==> src/rtl/gray_sync_decoder.sv <==
// gray_sync_decoder
//   Resynchronises a Gray code that is asynchronous to clk and decodes it to
//   binary. Each code step is reported as a one-cycle pulse with a direction
//   flag. A multi-bit jump between consecutive samples sets a sticky error.
//
// Ports
//   clk      in   1      rising-edge clock
//   rst_n    in   1      asynchronous active-low reset
//   g        in   WIDTH  Gray code input, async to clk
//   err_clr  in   1      synchronous clear of err (and err_cnt)
//   b        out  WIDTH  registered binary decode of synchronised g
//   chg      out  1      one-cycle pulse: b updated this cycle
//   up       out  1      direction of last legal step (1 = +1, 0 = -1)
//   err      out  1      sticky: multi-bit Gray jump seen
//   err_cnt  out  8      saturating error count (only with GSD_ERR_CNT_EN)
//
// Configuration
//   GSD_ERR_CNT_EN  define to add the err_cnt port and its saturating counter.
module gray_sync_decoder #(
    parameter int unsigned WIDTH       = 4,
    parameter int unsigned SYNC_STAGES = 2
) (
    input  logic             clk,
    input  logic             rst_n,
    input  logic [WIDTH-1:0] g,
    input  logic             err_clr,
    output logic [WIDTH-1:0] b,
    output logic             chg,
    output logic             up,
    output logic             err
`ifdef GSD_ERR_CNT_EN
    ,
    output logic [7:0]       err_cnt
`endif
);

    typedef enum logic {INIT, TRACK} state_t;

    // INIT lasts until the synchroniser holds samples taken after reset
    // release; otherwise the zeroed chain would be compared against the
    // real code and raise a false jump when g != 0 at reset exit.
    localparam int unsigned FILL = SYNC_STAGES + 1;
    localparam int unsigned CW   = $clog2(FILL + 1);

    logic [WIDTH-1:0] sync_q [SYNC_STAGES];
    logic [WIDTH-1:0] s;
    logic [WIDTH-1:0] p_q, p_d;
    logic [WIDTH-1:0] bin_s, bin_p, diff;
    logic [WIDTH-1:0] b_d;
    logic             chg_d, up_d, err_d, illegal;
    logic [CW-1:0]    fill_q, fill_d;
    state_t           state_q, state_d;

    function automatic logic [WIDTH-1:0] gray2bin(input logic [WIDTH-1:0] gc);
        logic [WIDTH-1:0] r;
        r = '0;
        r[WIDTH-1] = gc[WIDTH-1];
        for (int unsigned k = 1; k < WIDTH; k++) begin
            r[WIDTH-1-k] = r[WIDTH-k] ^ gc[WIDTH-1-k];
        end
        return r;
    endfunction

    // Synchroniser chain; s is the only view of g used downstream.
    always_ff @(posedge clk or negedge rst_n) begin
        if (!rst_n) begin
            for (int unsigned i = 0; i < SYNC_STAGES; i++) sync_q[i] <= '0;
        end else begin
            sync_q[0] <= g;
            for (int unsigned i = 1; i < SYNC_STAGES; i++) sync_q[i] <= sync_q[i-1];
        end
    end

    assign s     = sync_q[SYNC_STAGES-1];
    assign bin_s = gray2bin(s);
    assign bin_p = gray2bin(p_q);
    assign diff  = s ^ p_q;

    // State register
    always_ff @(posedge clk or negedge rst_n) begin
        if (!rst_n) state_q <= INIT;
        else        state_q <= state_d;
    end

    // Next-state logic
    always_comb begin
        state_d = state_q;
        unique case (state_q)
            INIT:    if (fill_q == CW'(FILL - 1)) state_d = TRACK;
            TRACK:   state_d = TRACK;
        endcase
    end

    // Output / datapath next-value logic
    always_comb begin
        b_d     = b;
        chg_d   = chg;
        up_d    = up;
        p_d     = p_q;
        fill_d  = fill_q;
        illegal = 1'b0;
        unique case (state_q)
            INIT: begin
                p_d    = s;
                b_d    = bin_s;
                fill_d = fill_q + CW'(1);
            end
            TRACK: begin
                chg_d = 1'b0;
                if (diff != '0) begin
                    b_d   = bin_s;
                    chg_d = 1'b1;
                    p_d   = s;
                    if ($onehot(diff)) up_d = (bin_s == bin_p + WIDTH'(1));
                    else               illegal = 1'b1;
                end
            end
        endcase
        // A jump in the same cycle as err_clr keeps err set.
        if (illegal)      err_d = 1'b1;
        else if (err_clr) err_d = 1'b0;
        else              err_d = err;
    end

    always_ff @(posedge clk or negedge rst_n) begin
        if (!rst_n) begin
            p_q    <= '0;
            b      <= '0;
            chg    <= 1'b0;
            up     <= 1'b1;
            err    <= 1'b0;
            fill_q <= '0;
        end else begin
            p_q    <= p_d;
            b      <= b_d;
            chg    <= chg_d;
            up     <= up_d;
            err    <= err_d;
            fill_q <= fill_d;
        end
    end

`ifdef GSD_ERR_CNT_EN
    always_ff @(posedge clk or negedge rst_n) begin
        if (!rst_n) begin
            err_cnt <= '0;
        end else if (illegal) begin
            if (err_clr)               err_cnt <= 8'd1;
            else if (err_cnt != 8'hFF) err_cnt <= err_cnt + 8'd1;
        end else if (err_clr) begin
            err_cnt <= '0;
        end
    end
`endif

endmodule

==> config.mk <==
export PLATFORM = sky130hd
export DESIGN_NAME = gray_sync_decoder
export DESIGN_NICKNAME = d
export VERILOG_FILES = /design/src/rtl/gray_sync_decoder.sv
export SDC_FILE = /design/constraint.sdc
export NUM_CORES = 1
export LEC_CHECK = 0
export CAP_MARGIN = 10
export CORE_MARGIN = 4
export CORE_UTILIZATION = 42
export DETAILED_ROUTE_END_ITERATION = 7
export PLACE_DENSITY = 0.62
export SLEW_MARGIN = 20
export SYNTH_ARGS = -nofsm -noshare
export SYNTH_HDL_FRONTEND = slang
export SYNTH_SLANG_ARGS = --single-unit
==> constraint.sdc <==
create_clock -name clk -period 6.6 [get_ports clk]
set_input_delay 0.66 -clock clk [delete_from_list [all_inputs] [get_ports clk]]
set_output_delay 0.66 -clock clk [all_outputs]
set_load 0.05 [all_outputs]
==> impl_metrics.env, run 1 <==
export IMPL_insertion_delay_ps=290
export IMPL_grt_max_degree=22
export IMPL_nNetsFinal=112
export IMPL_hpwl_microns=1140
export IMPL_vias=605
export IMPL_antenna_found_initial=0
export IMPL_worstSetupEndpointType="flip-flop"
export IMPL_cts_sinks=21
export IMPL_synth_edf_count=0
export IMPL_syn_area_sq_um=966
export IMPL_synth_ff_type="dfrtp_1"
export IMPL_path_class="flip-flop to flip-flop"
export IMPL_worstReg2RegStart="s[0]"
export IMPL_die_x_microns=56.0
export IMPL_vdd_ir_drop_max_v=0.000155
export IMPL_p_leak_nw=0.490
export IMPL_r2r_cells=8
export IMPL_pin_count=14
export IMPL_rr_endpoint="up"
export IMPL_critPathLaunchType="flip-flop"
export IMPL_clockPowerShare=0.187
export IMPL_seqCellArea_sq_um=527
export IMPL_p_seq_frac=0.487
export IMPL_cp_data_arrival_time_ps=2800
export IMPL_wire_per_inst_microns=11.4
export IMPL_drt_pass1_iterations=4
export IMPL_period_share=0.392
export IMPL_die_h_microns=56.0
export IMPL_synth_yosys_warnings=0
export IMPL_synthesis_nets=100
export IMPL_maxSlewHeadroom=0.385
export IMPL_cts_setup_buffers=0
export IMPL_avgViaCountPerCell=4.80
export IMPL_grt_use_total=0.112
export IMPL_power_density_nw_per_um2=278
export IMPL_core_area_sq_um=2190
export IMPL_power_switching_mw=0.105
export IMPL_yosysSeqAreaShare=0.545
export IMPL_min_period_ps=2580
export IMPL_clockBufferDepth=2
export IMPL_report_final_hold_viol_count=0
export IMPL_placed_area_sq_um=1090
export IMPL_fmax_mhz=387
export IMPL_ys_async_sr_fraction=1.00
export IMPL_fin_skew_ps=12.6
export IMPL_swShare=0.338
export IMPL_fill_cells=200
export IMPL_crit_chain="xnor2_1 > inv_1 > fa_1 > ha_1 > ha_1 > nor3b_1 > nand3_1 > o31ai_2"
export IMPL_multi_input_area_sq_um=369
export IMPL_cts_tree="done"
export IMPL_drive_gt1_frac=0.0918
export IMPL_worstMarginPinSlew_ps=919
export IMPL_cts_root_buf="clkbuf_4"
export IMPL_maxSlewViolCount=0
export IMPL_n_antenna_cell=0
export IMPL_grt_pass1_wl_microns=2790
export IMPL_cp_max_fo=7
export IMPL_rsz0062_at_grt="false"
export IMPL_drc=0
export IMPL_syn_inst=87
export IMPL_fp_row_count=17
export IMPL_min_path_cells=0
export IMPL_cap_viol_max_count=0
export IMPL_synth_area_per_cell_sq_um=11.1
export IMPL_worst_ep_required_time_ps=6820
export IMPL_wirelength_microns=1440
export IMPL_crit_slowest_cell="fa_1"
export IMPL_fin_area_sq_um=1120
export IMPL_die_area_sq_um=3130
export IMPL_status="finished clean"
export IMPL_ys_types=27
export IMPL_cts_clk_slew_worst_paths_ps=110
export IMPL_cts_made_buffers=3
export IMPL_holdCritStartpoint="sync_q[7]"
export IMPL_io_buffers=13
export IMPL_mostFrequentLayoutCells="20 x dfrtp_1, 13 x clkdlybuf4s50_1, 9 x nand2_1, 8 x xnor2_1, 8 x inv_1"
export IMPL_mostFrequentLayoutCell="dfrtp_1"
export IMPL_power_frac_comb=0.326
export IMPL_crit_top_cell="ha_1"
export IMPL_syn2layout_area_growth_pct=15.7
export IMPL_cts_resized=0
export IMPL_initial_utilization=0.441
export IMPL_setup_viol=0
export IMPL_grt_overflow=0
export IMPL_hold_class="flip-flop to flip-flop"
export IMPL_ys_seq_elements=21
export IMPL_ant_nets=0
export IMPL_internal_power_mw=0.205
export IMPL_cts_htree_levels=1
export IMPL_reg2reg_slack_ps=4020
export IMPL_holdBufCountCts=0
export IMPL_gp_congestion=0.747
export IMPL_setup_tns_ps=0
export IMPL_grt_pass1_vias=650
export IMPL_max_stage_delay_ps=500
export IMPL_drt_iter0_markers=4
export IMPL_holdPathEnd="s[3]"
==> power groups by stage <==
stage | Clock [mW] | Combinational (mW) | Sequential [mW]
floorplan | 0 | 0.0419 | 0.183
global placement | 0 | 0.0987 | 0.154
detailed placement | 0 | 0.103 | 0.154
CTS | 0.0617 | 0.103 | 0.152
global route | 0.0684 | 0.112 | 0.153
finish | 0.0579 | 0.101 | 0.151
==> layer usage <==
metal,up-vias,track usage,routed length (microns),share of wire
li1,305,-,-,-
met1,292,0.136,658,0.46
met2,6,0.196,721,0.50
met3,2,0.0278,45,0.031
met4,0,0.0305,17,0.012
met5,-,0,0,0
==> synth_stat cells (all sizes together), types with 2 or more instances <==
master	n	area (sq um)
or2	2	12.5
a21oi	3	15.0
xnor2	8	70.1
o21ai	4	20.0
nand2	9	33.8
dfrtp	20	500
nand3	4	20.0
o22ai	2	12.5
nor2	3	11.3
buf	4	27.5
ha	5	62.6
inv	8	30.0
mux2	2	22.5
==> registers in the layout, summed over array words and instances, names as in the netlist <==
name	cells
b	4
p_q	3
s	4
chg	1
sync_q	4
fill_q	2
err	1
state_q	1
up	1
==> through the flow <==
step | cells | power, mW | hold WS (ps) | setup slack, ps | utilization
after floorplan | 87 | 0.225 | 331 | 4250 | -
after global placement | 122 | 0.252 | 333 | 4170 | 0.498
after detailed placement | 122 | 0.257 | 339 | 4030 | 0.498
after CTS | 126 | 0.317 | 366 | 3990 | 0.510
after global routing | 126 | 0.334 | 370 | 3800 | 0.510
final | 126 | 0.310 | 360 | 4020 | 0.510
==> worst max-delay path: cells and delay by family, from the launching register on <==
kind	cells	cell delay, ps
XOR/XNOR	1	240
AND/OR/NAND/NOR	2	460
adder cells (fa/ha/maj)	3	990
AO/OA/AOI/OAI	1	250
flip-flops	1	480
buffers and inverters	1	100
==> area by class of cell <==
cell class / count / share of cell area
multi-input cells: 52 / 0.330
repair buffers: 13 / 0.116
clock buffers: 4 / 0.0235
inverters: 8 / 0.0269
flip-flops and latches: 21 / 0.471
well taps: 28 / 0.0314
==> how the worst max path moves through the flow <==
stage / start / endpoint / depth (start not counted)
CTS: s[0] / up / 8
global route: s[0] / up / 8
finish: s[0] / up / 8
global placement: s[0] / up / 8
detailed placement: s[0] / up / 8
floorplan: s[0] / up / 9
==> kinds of logic (layout without fill, tap and decap cells) <==
group / count (synthesis) / after routing / share of synthesized area
simple gates: 22 / 22 / 0.106
compound gates: 13 / 13 / 0.0855
flops: 21 / 21 / 0.545
fa+ha+maj: 6 / 6 / 0.0855
mux: 2 / 2 / 0.0233
buf+inv: 14 / 25 / 0.0725
xor+xnor: 9 / 9 / 0.0816
(Power assumes the default switching activity.)
==> run 2, diff against run 1 <==
- clock period: 6.6 -> 2.5 ns (I/O delays scaled with it)
==> run 2 against run 1 <==
Power grew to 2.7 times the previous value. Sequential share of layout area is 2.4 points lower. Wire length hardly changed. First-iteration DRC count is 25% lower. Maximum frequency is 10% higher. Register-to-register slack worse by 3900 ps. Count of clock-buffer cells in the layout is 1 lower. Final cell count is 4.0% higher. Core utilization is 2.7 points higher.
==> impl_metrics.env, run 2 (same netlist as run 1, synthesis figures left out) <==
export IMPL_status="finished clean"
export IMPL_worstSetupEndpointType="flip-flop"
export IMPL_grt_met2_usage=0.176
export IMPL_min_period_ps=2350
export IMPL_grt_max_degree=22
export IMPL_cts_made_buffers=3
export IMPL_power_density_nw_per_um2=709
export IMPL_cp_data_arrival_time_ps=2570
export IMPL_swShare=0.340
export IMPL_grt_pass1_vias=624
export IMPL_cts_tree="done"
export IMPL_clockPowerShare=0.186
export IMPL_insertion_delay_ps=300
export IMPL_antenna_found_initial=0
export IMPL_drt_iter0_markers=3
export IMPL_report_final_hold_viol_count=0
export IMPL_fin_skew_ps=11.7
export IMPL_grtUsageMet1=0.138
export IMPL_gp_congestion=0.826
export IMPL_cts_htree_levels=1
export IMPL_gr_usage_met3=0.0278
export IMPL_setup_viol=0
export IMPL_vias=606
export IMPL_drc=0
export IMPL_power_frac_comb=0.339
export IMPL_fmax_mhz=426
export IMPL_cts_clk_slew_worst_paths_ps=120
export IMPL_die_x_microns=56.0
export IMPL_die_area_sq_um=3130
export IMPL_worst_ep_required_time_ps=2730
export IMPL_path_buf_inv=1
export IMPL_avgViaCountPerCell=4.63
export IMPL_cp_max_fo=2
export IMPL_initial_utilization=0.441
export IMPL_period_share=0.938
export IMPL_grt_overflow=0
export IMPL_maxSlewHeadroom=0.650
export IMPL_critPathTopFamily="adder cells"
export IMPL_wirelength_microns=1440
export IMPL_drt_pass1_iterations=4
export IMPL_worst_path_stages=8
export IMPL_crit_chain="xnor2_2 > inv_1 > fa_1 > ha_1 > ha_1 > nor3b_2 > nand3_1 > o31ai_2"
export IMPL_internal_power_mw=0.550
export IMPL_cap_viol_max_count=0
export IMPL_p_seq_frac=0.475
export IMPL_final_setup_worst_slack_ps=154
export IMPL_pre_cts_slack_ps=50.0
export IMPL_clockBufferDepth=2
export IMPL_cts_root_buf="clkbuf_4"
export IMPL_worstMarginPinSlew_ps=521
export IMPL_fp_row_count=17
export IMPL_wire_per_inst_microns=11.0
export IMPL_pin_count=14
export IMPL_p_leak_nw=0.530
export IMPL_hpwl_microns=1110
export IMPL_n_antenna_cell=0
export IMPL_hold_class="primary input to asynchronous set/reset pin"
export IMPL_fill_cells=189
export IMPL_io_buffers=13
export IMPL_vdd_ir_drop_max_v=0.000355
export IMPL_die_h_microns=56.0
export IMPL_grt_pass1_wl_microns=2680
export IMPL_nNetsFinal=117
export IMPL_grt_use_total=0.110
export IMPL_ant_nets=0
export IMPL_critPathLaunchType="flip-flop"
export IMPL_rsz0062_at_grt="false"
export IMPL_crit_slowest_cell="fa_1"
export IMPL_setup_tns_ps=0
export IMPL_gr_max_usage_layer="met2"
export IMPL_path_class="flip-flop to flip-flop"
export IMPL_syn2layout_area_growth_pct=21.8
export IMPL_crit_top_cell="ha_1"
export IMPL_drive_gt1_frac=0.175
export IMPL_power_switching_mw=0.284
export IMPL_r2r_cells=8
export IMPL_maxSlewViolCount=0
export IMPL_mostFrequentLayoutCells="20 x dfrtp_1, 13 x clkdlybuf4s50_1, 9 x nand2_1, 8 x inv_1, 6 x xnor2_1"
export IMPL_core_area_sq_um=2190
export IMPL_max_stage_delay_ps=470
export IMPL_mostFrequentLayoutCell="dfrtp_1"
export IMPL_cts_sinks=21
-- run 2: cell types whose count changed in the layout (fill, tap and decap cells not counted), sizes merged --
cell | previous run | this run
buf | 0 | 5
clkinv | 0 | 1
clkbuf | 4 | 3
-- run 2: layer usage --
metal  vias to the layer above  wire length [microns]  share of wire
met5                         -                      0              0
met4                         0                     21          0.015
met3                         2                     47          0.033
met2                         8                    691           0.48
met1                       279                    682           0.47
li1                        317                      -              -
-- run 2: timing repair --
action	CTS	global route
setup buffers	0	1
resized for setup	0	3
endpoints found under the setup margin	0	1
hold buffers	0	0
-- run 2: final timing paths --
check,startpoint,end,slack [ps]
setup / recovery,s[0],up,150
max in group asynchronous,rst_n,up,1960
min in group clk,sync_q[5],s[1],360
setup reg to reg,s[0],up,150
hold / removal,rst_n,sync_q[7],280
hold reg to reg,sync_q[5],s[1],360
-- run 2: final cells by class --
class	count	area (sq um)	share of cell area
clock buffers	3	22.5	0.0191
clock inverters	1	5.00	0.00426
inverters	8	30.0	0.0255
multi-input cells	52	389	0.331
flip-flops and latches	21	527	0.448
well taps	28	35.0	0.0298
repair buffers	18	168	0.143
-- run 2: through the flow --
| stage | instances | instance area [sq um] | utilization | hold slack (ps) | power (mW) |
|---|---|---|---|---|---|
| after CTS | 130 | 1150 | 0.524 | 281 | 0.836 |
| final | 131 | 1180 | 0.537 | 276 | 0.834 |
| after global routing | 131 | 1180 | 0.537 | 301 | 0.888 |
| after floorplan | 87 | 966 | - | -45.6 | 0.593 |
| after detailed placement | 126 | 1120 | 0.512 | 336 | 0.678 |
| after global placement | 126 | 1120 | 0.512 | 334 | 0.673 |
-- run 2: power groups by stage --
| stage | clock network [mW] | registers [mW] | logic [mW] |
|---|---|---|---|
| 3_3_place_gp | 0 | 0.402 | 0.271 |
| 3_5_place_dp | 0 | 0.402 | 0.276 |
| 5_1_grt | 0.175 | 0.402 | 0.310 |
| 6_report | 0.155 | 0.396 | 0.283 |
| 4_1_cts | 0.164 | 0.396 | 0.277 |
| 2_1_floorplan | 0 | 0.482 | 0.111 |
==> run 3, diff against run 2 <==
- CORE_UTILIZATION: 42 -> 45
- PLACE_DENSITY: 0.62 -> 0.66
==> run 3 against run 2 <==
Core utilization grew 5.4 points. Register-to-register slack lost 20 ps. Final cell count is the same. Die area shrank 5.7%. Final area grew 0.53%. Global-route usage grew 0.99 points. Maximum frequency shrank 0.89%. Critical path depth is the same. Clock skew shrank 7.1 ps. Sequential share of layout area shrank 0.13 points. Critical path type unchanged.
==> impl_metrics.env, run 3 (same netlist as run 1, synthesis figures left out) <==
export IMPL_insertion_delay_ps=290
export IMPL_fmax_mhz=422
export IMPL_critPathLaunchType="flip-flop"
export IMPL_cap_viol_max_count=0
export IMPL_hpwl_microns=1080
export IMPL_wire_per_inst_microns=11.0
export IMPL_pin_count=14
export IMPL_fp_row_count=16
export IMPL_drt_pass1_iterations=4
export IMPL_cts_root_buf="clkbuf_4"
export IMPL_nNetsFinal=118
export IMPL_worst_ep_required_time_ps=2720
export IMPL_cts_clk_slew_worst_paths_ps=110
export IMPL_grt_use_total=0.119
export IMPL_worstMarginPinSlew_ps=517
export IMPL_grt_overflow=0
export IMPL_cp_max_fo=2
export IMPL_final_setup_worst_slack_ps=133
export IMPL_final_instance_count_excl_fill=131
export IMPL_ant_nets=0
export IMPL_drive_gt1_frac=0.192
export IMPL_status="finished clean"
export IMPL_die_h_microns=54.3
export IMPL_core_area_sq_um=2000
export IMPL_report_final_hold_viol_count=0
export IMPL_mostFrequentLayoutCell="dfrtp_1"
export IMPL_p_leak_nw=0.530
export IMPL_numPlacedInstances=125
export IMPL_gp_congestion=0.723
export IMPL_avgViaCountPerCell=4.84
export IMPL_antenna_found_initial=0
export IMPL_grt_max_degree=22
export IMPL_clockBufferDepth=2
export IMPL_setup_tns_ps=0
export IMPL_pre_cts_slack_ps=3.54
export IMPL_vias=634
export IMPL_vdd_ir_drop_max_v=0.000426
export IMPL_maxSlewHeadroom=0.654
export IMPL_path_class="flip-flop to flip-flop"
export IMPL_fin_skew_ps=4.57
export IMPL_die_x_microns=54.3
export IMPL_rsz0062_at_grt="false"
export IMPL_initial_utilization=0.482
export IMPL_cts_sinks=21
export IMPL_cts_tree="done"
export IMPL_grt_pass1_wl_microns=2470
export IMPL_period_share=0.947
export IMPL_cp_data_arrival_time_ps=2590
export IMPL_power_density_nw_per_um2=715
export IMPL_maxSlewViolCount=0
export IMPL_cts_htree_levels=1
export IMPL_hold_class="primary input to asynchronous set/reset pin"
export IMPL_whs_ps=287
export IMPL_syn2layout_area_growth_pct=22.4
export IMPL_worstSetupEndpointType="flip-flop"
export IMPL_drc=0
export IMPL_die_area_sq_um=2950
export IMPL_setup_viol=0
export IMPL_grt_pass1_vias=583
export IMPL_cts_made_buffers=3
export IMPL_n_antenna_cell=0
export IMPL_min_period_ps=2370
export IMPL_drt_iter0_markers=7
export IMPL_wirelength_microns=1450
export IMPL_io_buffers=13
export IMPL_mostFrequentLayoutCells="19 x dfrtp_1, 13 x clkdlybuf4s50_1, 9 x nand2_1, 7 x inv_1"
export IMPL_finalPower_mw=0.845
[run 3: path summary, 6_finish.rpt]
check | startpoint | endpoint | slack, ps | cells past startpoint
setup / recovery | s[0] | up | 130 | 8
hold reg to reg | sync_q[6] | s[2] | 360 | 0
min in group clk | sync_q[6] | s[2] | 360 | 0
setup reg to reg | s[0] | up | 130 | 8
hold / removal | rst_n | p_q[0] | 290 | 2
max in group asynchronous | rst_n | up | 1950 | 2
[run 3: through the flow]
step / instance area (sq um) / util
final: 1180 / 0.591
after global routing: 1180 / 0.591
after CTS: 1160 / 0.580
after detailed placement: 1120 / 0.559
after global placement: 1120 / 0.559
after floorplan: 966 / -
[run 3: worst max-delay path, cell delays in order (launching register included)]
cell and delay [ps]:
dfrtp_1 430, xnor2_2 200, inv_1 90, fa_1 480
ha_1 200, ha_1 280, nor3b_2 210, nand3_1 140
o31ai_2 260
[run 3: power by group]
part           internal [mW]  leakage, nW  switching (mW)
registers              0.377        0.229          0.0199
clock network         0.0620       0.0150          0.0933
logic                  0.123        0.286           0.170
total                  0.562        0.530           0.283
[run 3: timing repair]
item | in CTS | in global routing
gates cloned | 0 | 0
hold endpoints to repair | 0 | 0
hold buffers | 0 | 0
pin swaps | 0 | 1
endpoints found under the setup margin | 1 | 1
gates resized for setup | 2 | 3
setup buffers | 0 | 2
[run 3: routing by layer]
layer | GRT usage | vias to the layer above | part of all wire
met2 | 0.187 | 15 | 0.48
met3 | 0.0327 | 2 | 0.048
met4 | 0.0498 | 0 | 0.0083
met5 | 0 | - | 0
met1 | 0.155 | 299 | 0.46
li1 | - | 318 | -
[run 3: layout make-up]
| class | count | area [sq um] |
|---|---|---|
| fill | 178 | 820 |
| clock buffer | 4 | 26.3 |
| timing repair buffer | 19 | 175 |
| inverter | 8 | 30.0 |
| sequential | 21 | 528 |
| tap | 27 | 33.8 |
| multi-input combinational | 52 | 389 |
